==> src/rtl/lsu_pkg.sv <==
// Shared types for the multicycle load/store unit: size encodings, FSM states
// and the access-size helper.
package lsu_pkg;

  localparam logic [1:0] SZ_B = 2'd0;
  localparam logic [1:0] SZ_H = 2'd1;
  localparam logic [1:0] SZ_W = 2'd2;
  localparam logic [1:0] SZ_D = 2'd3;

  typedef enum logic [1:0] {IDLE, ISSUE, WAIT, RESP} state_t;

  function automatic logic [3:0] size_bytes(input logic [1:0] size);
    return 4'd1 << size;
  endfunction

endpackage

==> src/rtl/lsu_mc_if.sv <==
// EXE-side request/writeback bundle and data-memory req/gnt/rvalid bundle.
// Master is the initiator of each bundle (EXE for requests, LSU for memory).
interface lsu_req_if #(
  parameter int XLEN   = 32,
  parameter int ADDR_W = 32
);
  logic              req_valid_i;
  logic              req_ready_o;
  logic              req_we_i;
  logic [1:0]        req_size_i;
  logic              req_unsigned_i;
  logic [ADDR_W-1:0] req_addr_i;
  logic [XLEN-1:0]   req_wdata_i;
  logic [4:0]        req_rd_i;
  logic              wb_valid_o;
  logic              wb_we_o;
  logic [4:0]        wb_rd_o;
  logic [XLEN-1:0]   wb_data_o;
  logic              err_o;

  modport master (
    output req_valid_i, req_we_i, req_size_i, req_unsigned_i, req_addr_i, req_wdata_i, req_rd_i,
    input  req_ready_o, wb_valid_o, wb_we_o, wb_rd_o, wb_data_o, err_o
  );
  modport slave (
    input  req_valid_i, req_we_i, req_size_i, req_unsigned_i, req_addr_i, req_wdata_i, req_rd_i,
    output req_ready_o, wb_valid_o, wb_we_o, wb_rd_o, wb_data_o, err_o
  );
endinterface

interface lsu_dmem_if #(
  parameter int XLEN   = 32,
  parameter int ADDR_W = 32
);
  localparam int NB = XLEN / 8;

  logic              dmem_req_o;
  logic              dmem_gnt_i;
  logic              dmem_we_o;
  logic [NB-1:0]     dmem_be_o;
  logic [ADDR_W-1:0] dmem_addr_o;
  logic [XLEN-1:0]   dmem_wdata_o;
  logic              dmem_rvalid_i;
  logic [XLEN-1:0]   dmem_rdata_i;

  modport master (
    output dmem_req_o, dmem_we_o, dmem_be_o, dmem_addr_o, dmem_wdata_o,
    input  dmem_gnt_i, dmem_rvalid_i, dmem_rdata_i
  );
  modport slave (
    input  dmem_req_o, dmem_we_o, dmem_be_o, dmem_addr_o, dmem_wdata_o,
    output dmem_gnt_i, dmem_rvalid_i, dmem_rdata_i
  );
endinterface

==> src/rtl/lsu_align.sv <==
// Combinational lane steering: two-beat byte enables and write data for a
// possibly misaligned access, plus extraction/extension of the read result.
module lsu_align
  import lsu_pkg::*;
#(
  parameter int XLEN  = 32,
  parameter int NB    = XLEN / 8,
  parameter int OFF_W = $clog2(NB)
) (
  input  logic [OFF_W-1:0] off,
  input  logic [1:0]       size,
  input  logic [XLEN-1:0]  wdata,
  input  logic [XLEN-1:0]  rdata_lo,
  input  logic [XLEN-1:0]  rdata_hi,
  input  logic             uns,
  output logic [NB-1:0]    be_lo,
  output logic [NB-1:0]    be_hi,
  output logic [XLEN-1:0]  wd_lo,
  output logic [XLEN-1:0]  wd_hi,
  output logic             split,
  output logic [XLEN-1:0]  rdata_ext
);

  logic [3:0]        nbytes;
  logic [2*NB-1:0]   base_mask;
  logic [2*NB-1:0]   mask;
  logic [2*XLEN-1:0] wd_full;
  logic [2*XLEN-1:0] rd_shift;
  logic              sign_bit;
  logic              fill;

  assign nbytes = size_bytes(size);

  // base_mask[i] is set for the first nbytes lanes of the access itself.
  for (genvar gi = 0; gi < 2*NB; gi++) begin : g_mask
    assign base_mask[gi] = ({28'd0, nbytes} > 32'(gi));
  end

  assign mask    = base_mask << off;
  assign wd_full = {{XLEN{1'b0}}, wdata} << {off, 3'b000};
  assign be_lo   = mask[NB-1:0];
  assign be_hi   = mask[2*NB-1:NB];
  assign wd_lo   = wd_full[XLEN-1:0];
  assign wd_hi   = wd_full[2*XLEN-1:XLEN];
  assign split   = |be_hi;

  assign rd_shift = {rdata_hi, rdata_lo} >> {off, 3'b000};

  always_comb begin
    sign_bit = 1'b0;
    unique case (size)
      SZ_B:    sign_bit = rd_shift[7];
      SZ_H:    sign_bit = rd_shift[15];
      SZ_W:    sign_bit = rd_shift[31];
      default: sign_bit = rd_shift[63];
    endcase
  end

  assign fill = sign_bit & ~uns;

  for (genvar gi = 0; gi < NB; gi++) begin : g_ext
    assign rdata_ext[gi*8 +: 8] = base_mask[gi] ? rd_shift[gi*8 +: 8] : {8{fill}};
  end

endmodule

==> src/rtl/lsu_mc.sv <==
// Multicycle load/store unit: one EXE transaction at a time, split into up to
// two aligned req/gnt/rvalid beats, with a registered one-cycle writeback.
module lsu_mc
  import lsu_pkg::*;
#(
  parameter int XLEN             = 32,
  parameter int NB               = XLEN / 8,
  parameter int OFF_W            = $clog2(NB),
  parameter int ADDR_W           = 32,
  parameter int SPLIT_MISALIGNED = 1
) (
  input  logic         clk,
  input  logic         rst_n,
  lsu_req_if.slave     req,
  lsu_dmem_if.master   dmem
);

  state_t            state_reg, state_next;
  logic [ADDR_W-1:0] addr_reg, addr_next;
  logic [1:0]        size_reg, size_next;
  logic              we_reg, we_next;
  logic              uns_reg, uns_next;
  logic [4:0]        rd_reg, rd_next;
  logic [XLEN-1:0]   wdata_reg, wdata_next;
  logic              beat_reg, beat_next;
  logic [XLEN-1:0]   slot0_reg, slot0_next;
  logic [XLEN-1:0]   slot1_reg, slot1_next;
  logic              wb_valid_reg, wb_valid_next;
  logic              wb_we_reg, wb_we_next;
  logic              wb_err_reg, wb_err_next;
  logic [4:0]        wb_rd_reg, wb_rd_next;
  logic [XLEN-1:0]   wb_data_reg, wb_data_next;

  logic [OFF_W-1:0]  off_in;
  logic              misaligned_in;
  logic [NB-1:0]     be_lo, be_hi;
  logic [XLEN-1:0]   wd_lo, wd_hi, rdata_ext;
  logic              split, need_beat1, resp_go, issue, rd_capture;
  logic [ADDR_W-1:0] beat_addr;

  assign off_in        = req.req_addr_i[OFF_W-1:0];
  assign misaligned_in = ({28'd0, size_bytes(req.req_size_i)} + 32'(off_in)) > 32'(NB);

  // Read data lands in the slots combinationally so the writeback register
  // can capture the extended result on the same edge as the final rvalid.
  assign rd_capture = (state_reg == WAIT) && dmem.dmem_rvalid_i;
  assign slot0_next = (rd_capture && !beat_reg) ? dmem.dmem_rdata_i : slot0_reg;
  assign slot1_next = (rd_capture &&  beat_reg) ? dmem.dmem_rdata_i : slot1_reg;

  lsu_align #(.XLEN(XLEN), .NB(NB), .OFF_W(OFF_W)) u_align (
    .off       (addr_reg[OFF_W-1:0]),
    .size      (size_reg),
    .wdata     (wdata_reg),
    .rdata_lo  (slot0_next),
    .rdata_hi  (slot1_next),
    .uns       (uns_reg),
    .be_lo     (be_lo),
    .be_hi     (be_hi),
    .wd_lo     (wd_lo),
    .wd_hi     (wd_hi),
    .split     (split),
    .rdata_ext (rdata_ext)
  );

  assign need_beat1 = !beat_reg && split;
  assign beat_addr  = {addr_reg[ADDR_W-1:OFF_W], {OFF_W{1'b0}}} + (beat_reg ? ADDR_W'(NB) : '0);

  always_comb begin
    state_next    = state_reg;
    addr_next     = addr_reg;
    size_next     = size_reg;
    we_next       = we_reg;
    uns_next      = uns_reg;
    rd_next       = rd_reg;
    wdata_next    = wdata_reg;
    beat_next     = beat_reg;
    wb_valid_next = 1'b0;
    wb_we_next    = 1'b0;
    wb_err_next   = 1'b0;
    wb_rd_next    = wb_rd_reg;
    wb_data_next  = wb_data_reg;
    resp_go       = 1'b0;
    unique case (state_reg)
      IDLE: begin
        if (req.req_valid_i) begin
          addr_next  = req.req_addr_i;
          size_next  = req.req_size_i;
          we_next    = req.req_we_i;
          uns_next   = req.req_unsigned_i;
          rd_next    = req.req_rd_i;
          wdata_next = req.req_wdata_i;
          beat_next  = 1'b0;
          if (misaligned_in && (SPLIT_MISALIGNED == 0)) begin
            state_next    = RESP;
            wb_valid_next = 1'b1;
            wb_err_next   = 1'b1;
            wb_rd_next    = req.req_rd_i;
            wb_data_next  = '0;
          end else begin
            state_next = ISSUE;
          end
        end
      end
      ISSUE: begin
        if (dmem.dmem_gnt_i) begin
          if (!we_reg)         state_next = WAIT;
          else if (need_beat1) beat_next  = 1'b1;
          else                 resp_go    = 1'b1;
        end
      end
      WAIT: begin
        if (dmem.dmem_rvalid_i) begin
          if (need_beat1) begin
            beat_next  = 1'b1;
            state_next = ISSUE;
          end else begin
            resp_go = 1'b1;
          end
        end
      end
      default: state_next = IDLE;
    endcase
    if (resp_go) begin
      state_next    = RESP;
      wb_valid_next = 1'b1;
      wb_we_next    = !we_reg;
      wb_rd_next    = rd_reg;
      wb_data_next  = we_reg ? '0 : rdata_ext;
    end
  end

  always_ff @(posedge clk or negedge rst_n) begin
    if (!rst_n) begin
      state_reg    <= IDLE;
      addr_reg     <= '0;
      size_reg     <= '0;
      we_reg       <= 1'b0;
      uns_reg      <= 1'b0;
      rd_reg       <= '0;
      wdata_reg    <= '0;
      beat_reg     <= 1'b0;
      slot0_reg    <= '0;
      slot1_reg    <= '0;
      wb_valid_reg <= 1'b0;
      wb_we_reg    <= 1'b0;
      wb_err_reg   <= 1'b0;
      wb_rd_reg    <= '0;
      wb_data_reg  <= '0;
    end else begin
      state_reg    <= state_next;
      addr_reg     <= addr_next;
      size_reg     <= size_next;
      we_reg       <= we_next;
      uns_reg      <= uns_next;
      rd_reg       <= rd_next;
      wdata_reg    <= wdata_next;
      beat_reg     <= beat_next;
      slot0_reg    <= slot0_next;
      slot1_reg    <= slot1_next;
      wb_valid_reg <= wb_valid_next;
      wb_we_reg    <= wb_we_next;
      wb_err_reg   <= wb_err_next;
      wb_rd_reg    <= wb_rd_next;
      wb_data_reg  <= wb_data_next;
    end
  end

  // Memory outputs are forced to zero outside ISSUE so an abandoned or idle
  // unit never presents a stale beat.
  assign issue             = (state_reg == ISSUE);
  assign dmem.dmem_req_o   = issue;
  assign dmem.dmem_we_o    = issue && we_reg;
  assign dmem.dmem_be_o    = issue ? (beat_reg ? be_hi : be_lo) : '0;
  assign dmem.dmem_addr_o  = issue ? beat_addr : '0;
  assign dmem.dmem_wdata_o = (issue && we_reg) ? (beat_reg ? wd_hi : wd_lo) : '0;

  assign req.req_ready_o = (state_reg == IDLE);
  assign req.wb_valid_o  = wb_valid_reg;
  assign req.wb_we_o     = wb_we_reg;
  assign req.wb_rd_o     = wb_rd_reg;
  assign req.wb_data_o   = wb_data_reg;
  assign req.err_o       = wb_err_reg;

endmodule

==> src/flat_wrapper.sv <==
// flat-port wrapper written by rule: the top's interface ports become plain ports
module lsu_mc_flat import lsu_pkg::*;
#(
  parameter int XLEN             = 32,
  parameter int NB               = XLEN / 8,
  parameter int OFF_W            = $clog2(NB),
  parameter int ADDR_W           = 32,
  parameter int SPLIT_MISALIGNED = 1
)
  (clk, rst_n, req_req_valid_i, req_req_we_i, req_req_size_i, req_req_unsigned_i, req_req_addr_i, req_req_wdata_i, req_req_rd_i, req_req_ready_o, req_wb_valid_o, req_wb_we_o, req_wb_rd_o, req_wb_data_o, req_err_o, dmem_dmem_req_o, dmem_dmem_we_o, dmem_dmem_be_o, dmem_dmem_addr_o, dmem_dmem_wdata_o, dmem_dmem_gnt_i, dmem_dmem_rvalid_i, dmem_dmem_rdata_i);
  lsu_req_if #(.XLEN(XLEN), .ADDR_W(ADDR_W)) req_i ();
  lsu_dmem_if #(.XLEN(XLEN), .ADDR_W(ADDR_W)) dmem_i ();
  input  logic clk;
  input  logic rst_n;
  input wire logic [$bits(req_i.req_valid_i)-1:0] req_req_valid_i;
  input wire logic [$bits(req_i.req_we_i)-1:0] req_req_we_i;
  input wire logic [$bits(req_i.req_size_i)-1:0] req_req_size_i;
  input wire logic [$bits(req_i.req_unsigned_i)-1:0] req_req_unsigned_i;
  input wire logic [$bits(req_i.req_addr_i)-1:0] req_req_addr_i;
  input wire logic [$bits(req_i.req_wdata_i)-1:0] req_req_wdata_i;
  input wire logic [$bits(req_i.req_rd_i)-1:0] req_req_rd_i;
  output wire logic [$bits(req_i.req_ready_o)-1:0] req_req_ready_o;
  output wire logic [$bits(req_i.wb_valid_o)-1:0] req_wb_valid_o;
  output wire logic [$bits(req_i.wb_we_o)-1:0] req_wb_we_o;
  output wire logic [$bits(req_i.wb_rd_o)-1:0] req_wb_rd_o;
  output wire logic [$bits(req_i.wb_data_o)-1:0] req_wb_data_o;
  output wire logic [$bits(req_i.err_o)-1:0] req_err_o;
  output wire logic [$bits(dmem_i.dmem_req_o)-1:0] dmem_dmem_req_o;
  output wire logic [$bits(dmem_i.dmem_we_o)-1:0] dmem_dmem_we_o;
  output wire logic [$bits(dmem_i.dmem_be_o)-1:0] dmem_dmem_be_o;
  output wire logic [$bits(dmem_i.dmem_addr_o)-1:0] dmem_dmem_addr_o;
  output wire logic [$bits(dmem_i.dmem_wdata_o)-1:0] dmem_dmem_wdata_o;
  input wire logic [$bits(dmem_i.dmem_gnt_i)-1:0] dmem_dmem_gnt_i;
  input wire logic [$bits(dmem_i.dmem_rvalid_i)-1:0] dmem_dmem_rvalid_i;
  input wire logic [$bits(dmem_i.dmem_rdata_i)-1:0] dmem_dmem_rdata_i;
  assign req_i.req_valid_i = req_req_valid_i;
  assign req_i.req_we_i = req_req_we_i;
  assign req_i.req_size_i = req_req_size_i;
  assign req_i.req_unsigned_i = req_req_unsigned_i;
  assign req_i.req_addr_i = req_req_addr_i;
  assign req_i.req_wdata_i = req_req_wdata_i;
  assign req_i.req_rd_i = req_req_rd_i;
  assign req_req_ready_o = req_i.req_ready_o;
  assign req_wb_valid_o = req_i.wb_valid_o;
  assign req_wb_we_o = req_i.wb_we_o;
  assign req_wb_rd_o = req_i.wb_rd_o;
  assign req_wb_data_o = req_i.wb_data_o;
  assign req_err_o = req_i.err_o;
  assign dmem_dmem_req_o = dmem_i.dmem_req_o;
  assign dmem_dmem_we_o = dmem_i.dmem_we_o;
  assign dmem_dmem_be_o = dmem_i.dmem_be_o;
  assign dmem_dmem_addr_o = dmem_i.dmem_addr_o;
  assign dmem_dmem_wdata_o = dmem_i.dmem_wdata_o;
  assign dmem_i.dmem_gnt_i = dmem_dmem_gnt_i;
  assign dmem_i.dmem_rvalid_i = dmem_dmem_rvalid_i;
  assign dmem_i.dmem_rdata_i = dmem_dmem_rdata_i;
  lsu_mc #(.XLEN(XLEN), .NB(NB), .OFF_W(OFF_W), .ADDR_W(ADDR_W), .SPLIT_MISALIGNED(SPLIT_MISALIGNED)) u_core (.clk(clk), .rst_n(rst_n), .req(req_i), .dmem(dmem_i));
endmodule
==> config.mk <==
export PLATFORM = sky130hd
export DESIGN_NAME = lsu_mc_flat
export DESIGN_NICKNAME = d
export VERILOG_FILES = /design/src/rtl/lsu_pkg.sv /design/src/rtl/lsu_mc_if.sv /design/src/rtl/lsu_align.sv /design/src/rtl/lsu_mc.sv /design/src/flat_wrapper.sv
export SDC_FILE = /design/constraint.sdc
export NUM_CORES = 1
export LEC_CHECK = 0
export ABC_AREA = 1
export BUFFER_PORTS_ARGS = -buffer_cell sky130_fd_sc_hd__buf_2
export CAP_MARGIN = 25
export CORE_UTILIZATION = 55
export DETAILED_ROUTE_END_ITERATION = 16
export PLACE_DENSITY = 0.81
export SETUP_SLACK_MARGIN = 0.05
export SKIP_LAST_GASP = 1
export SYNTH_ARGS = -nofsm -noshare
export SYNTH_HDL_FRONTEND = slang
export SYNTH_SLANG_ARGS = --single-unit
==> constraint.sdc <==
create_clock -name clk -period 5.4 [get_ports clk]
set_input_delay 1.62 -clock clk [delete_from_list [all_inputs] [get_ports clk]]
set_output_delay 1.62 -clock clk [all_outputs]
set_load 0.05 [all_outputs]
==> results.sh <==
export IMPL_fin_crit_sh_pct=88.7
export IMPL_route_vias_total=9051
export IMPL_cp_max_fo=19
export IMPL_hp_start="u_core.rd_reg[2]$_DFFE_PN0P_"
export IMPL_cp_buffers_inverters=3
export IMPL_clock_tree_root_cell="clkbuf_16"
export IMPL_cp_arrival_ps=3170
export IMPL_min_path_type="flip-flop to flip-flop"
export IMPL_cts_tree="done"
export IMPL_layout_cells_non_filler=1626
export IMPL_rrSetupSlack_ps=2180
export IMPL_setup_viol=0
export IMPL_synth_most_common_cell="nand2_1"
export IMPL_rsz0062_at_grt="false"
export IMPL_grtUsageTotal_pct=31.1
export IMPL_cts_resized=0
export IMPL_viasPerCell=5.57
export IMPL_dieArea_um2=17900
export IMPL_maxCapViolations=0
export IMPL_ys_warn_count=0
export IMPL_ff2ff_path_depth=13
export IMPL_use_met2_pct=51.0
export IMPL_regToRegStartpoint="u_core.state_reg[1]$_DFFE_PN0P_"
export IMPL_place_congestion=0.918
export IMPL_synth_edff_count=0
export IMPL_hold_depth=2
export IMPL_grt_util_met1_pct=39.3
export IMPL_slew_limit_headroom_pct=33.1
export IMPL_routedWlPerCell_um=16.6
export IMPL_synth_top_cells_by_count="nand2_1, dfrtp_1, inv_1"
export IMPL_dr_pass1_iters=5
export IMPL_dieHeight_um=134
export IMPL_grt_pass1_wl_mm=43.0
export IMPL_cp_slowest_stage_delay_ps=800
export IMPL_drt_iter0_drc=607
export IMPL_critPathCaptureType="output pin"
export IMPL_slowest_stage="nor2_1"
export IMPL_antenna_diode_count=0
export IMPL_hold_viol=0
export IMPL_synthArstFlopShare_pct=100
export IMPL_die_w_um=134
export IMPL_synth_ff_latch_count=172
export IMPL_synthCells=1213
export IMPL_synth_cell_types=46
export IMPL_syn_to_final_growth_pct=18.1
export IMPL_yosysTopAreaCell="dfrtp_1"
export IMPL_clock_latency_ps=430
export IMPL_max_clock_freq_mhz=209
export IMPL_dp_hpwl_mm=19.5
export IMPL_finalInstanceArea_um2=11300
export IMPL_use_met3_pct=7.57
export IMPL_cp_required_ps=3780
export IMPL_power_density_nw_per_um2=720
export IMPL_grt_pass1_vias=8545
export IMPL_synth_top_area_share_pct=45.1
export IMPL_drt_wl_total_mm=27.0
export IMPL_min_to="u_core.req.wb_rd_o[2]$_DFFE_PN0P_"
export IMPL_syn_cell_area_um2=9540
export IMPL_syn_area_per_cell_um2=7.86
export IMPL_clkSlewWorstSetupHoldPaths_ps=60
export IMPL_htreeDepth=4
export IMPL_finalMaxSlewViolations=0
export IMPL_crit_type="flip-flop to output pin"
export IMPL_ant_nets=0
export IMPL_period_minus_slack_ps=4790
export IMPL_tns_ps=0
export IMPL_synth_main_ff_cell="dfrtp_1"
export IMPL_overflow=0
export IMPL_clock_path_buffers=2
export IMPL_drc=0
export IMPL_peakVddDrop_uv=473
export IMPL_antenna_found_initial=1
export IMPL_dpl_worst_slack_ps=1120
export IMPL_cts_hold_buf=0
export IMPL_grt_max_degree=97
export IMPL_layout_setup_ws_ps=609
export IMPL_p_leak_nw=5.98
export IMPL_cts_buffers=17
export IMPL_dp_cells=1595
export IMPL_synth_seq_area_share_pct=45.1
export IMPL_drive_gt1_share_pct=24.8
export IMPL_r2r_end="u_core.req.wb_data_o[23]$_DFFE_PN0P_"
export IMPL_outcome="completed"
export IMPL_cts_sinks=172
export IMPL_rows=47
export IMPL_pin_count=221
export IMPL_top_usage_layer="met2"
export IMPL_worstMarginPinSlew_ps=1000
export IMPL_crit_path_start_kind="flip-flop"
export IMPL_fin_worst_skew_ps=7.77
export IMPL_port_buffers=217
export IMPL_place_area_um2=10700
export IMPL_cpLargestDelayFamily="simple AND/OR/NAND/NOR gates"
export IMPL_synthTopCellsByArea="dfrtp_1, nand2_1, mux2_2"
export IMPL_initial_core_util_pct=56.9
export IMPL_finish_net_count=1510
export IMPL_core_um2=16800
export IMPL_post_cts_setup_buffer_count=0
export IMPL_path_cells="inv_1 -> ha_1 -> buf_4 -> nand2_2 -> nor2_1 -> nand2_1 -> a21oi_1 -> a31o_2 -> buf_2"
[cells by family (layout without fill, tap and decap cells)]
kind of cell / count (synthesis) / after routing / synth area share, %
fa+ha+maj: 6 / 6 / 0.787
mux: 51 / 51 / 5.98
flops: 172 / 172 / 45.1
other cells: 1 / 3 / 0.0393
buf+inv: 192 / 383 / 8.57
xor+xnor: 11 / 11 / 1.01
compound gates: 263 / 263 / 15.8
simple gates: 517 / 517 / 22.7
[stage by stage]
step / hold slack [ps] / utilization (%) / total power, mW
4_1_cts: 458 / 67.2 / 8.08
5_1_grt: 476 / 67.2 / 8.63
3_3_place_gp: 448 / 63.6 / 6.71
3_5_place_dp: 448 / 63.6 / 6.79
2_1_floorplan: 436 / - / 5.68
6_report: 454 / 67.2 / 8.11
[how the worst max path moves through the flow]
stage	startpoint	to	slack (ps)	cells after the start
6_report	u_core.state_reg[1]$_DFFE_PN0P_	dmem_dmem_wdata_o[15]	610	9
3_3_place_gp	u_core.state_reg[1]$_DFFE_PN0P_	dmem_dmem_wdata_o[15]	1300	9
5_1_grt	u_core.state_reg[1]$_DFFE_PN0P_	dmem_dmem_wdata_o[15]	410	9
4_1_cts	u_core.state_reg[1]$_DFFE_PN0P_	dmem_dmem_wdata_o[15]	660	9
3_5_place_dp	u_core.state_reg[1]$_DFFE_PN0P_	dmem_dmem_wdata_o[15]	1120	9
2_1_floorplan	u_core.state_reg[1]$_DFFE_PN0P_	dmem_dmem_wdata_o[25]	1120	8
[cell type report]
type	count	area [µm²]
Inverter	126	475
Fill cell	1423	5490
Timing Repair Buffer	226	1170
Clock buffer	21	470
Multi-Input combinational cell	851	4430
Clock inverter	10	138
Tap cell	220	275
Sequential cell	172	4310
[power breakdown]
part           switching, mW  internal (mW)
Sequential             0.401           1.90
Combinational           3.28           1.25
Clock                  0.512          0.763
[worst min-delay path, delay by kind of cell, from the launching register on]
family	cells	cell delay, ps
flip-flops	1	330
AND/OR/NAND/NOR	2	90
[layer usage]
layer	share of wire (%)	routed length, µm
met4	3.3	896
met1	41	11000
met2	48	13100
met5	0.048	13
met3	7.5	2020
[cells in the final DEF (no fill, tap or decap), types with 3 or more instances in the layout]
master	n
nand4_1	11
nand2_4	3
nand3_2	3
o21ai_1	34
conb_1	3
nand2_1	343
nor2_4	3
o221ai_1	12
nor4_1	6
clkbuf_8	3
dfrtp_1	171
xor2_1	8
clkbuf_16	17
mux2_2	48
xnor2_1	3
inv_1	118
o21a_1	8
nor2_1	83
ha_1	6
inv_2	7
mux2i_1	3
o21ai_0	71
nor3_1	12
buf_2	216
o21ai_2	9
buf_4	8
nand2_2	7
bufinv_16	3
o211ai_1	6
clkinv_2	3
o22ai_1	23
nand3_1	40
a22oi_1	3
a21oi_1	88
Note: power is estimated with default switching activity, not from simulation.
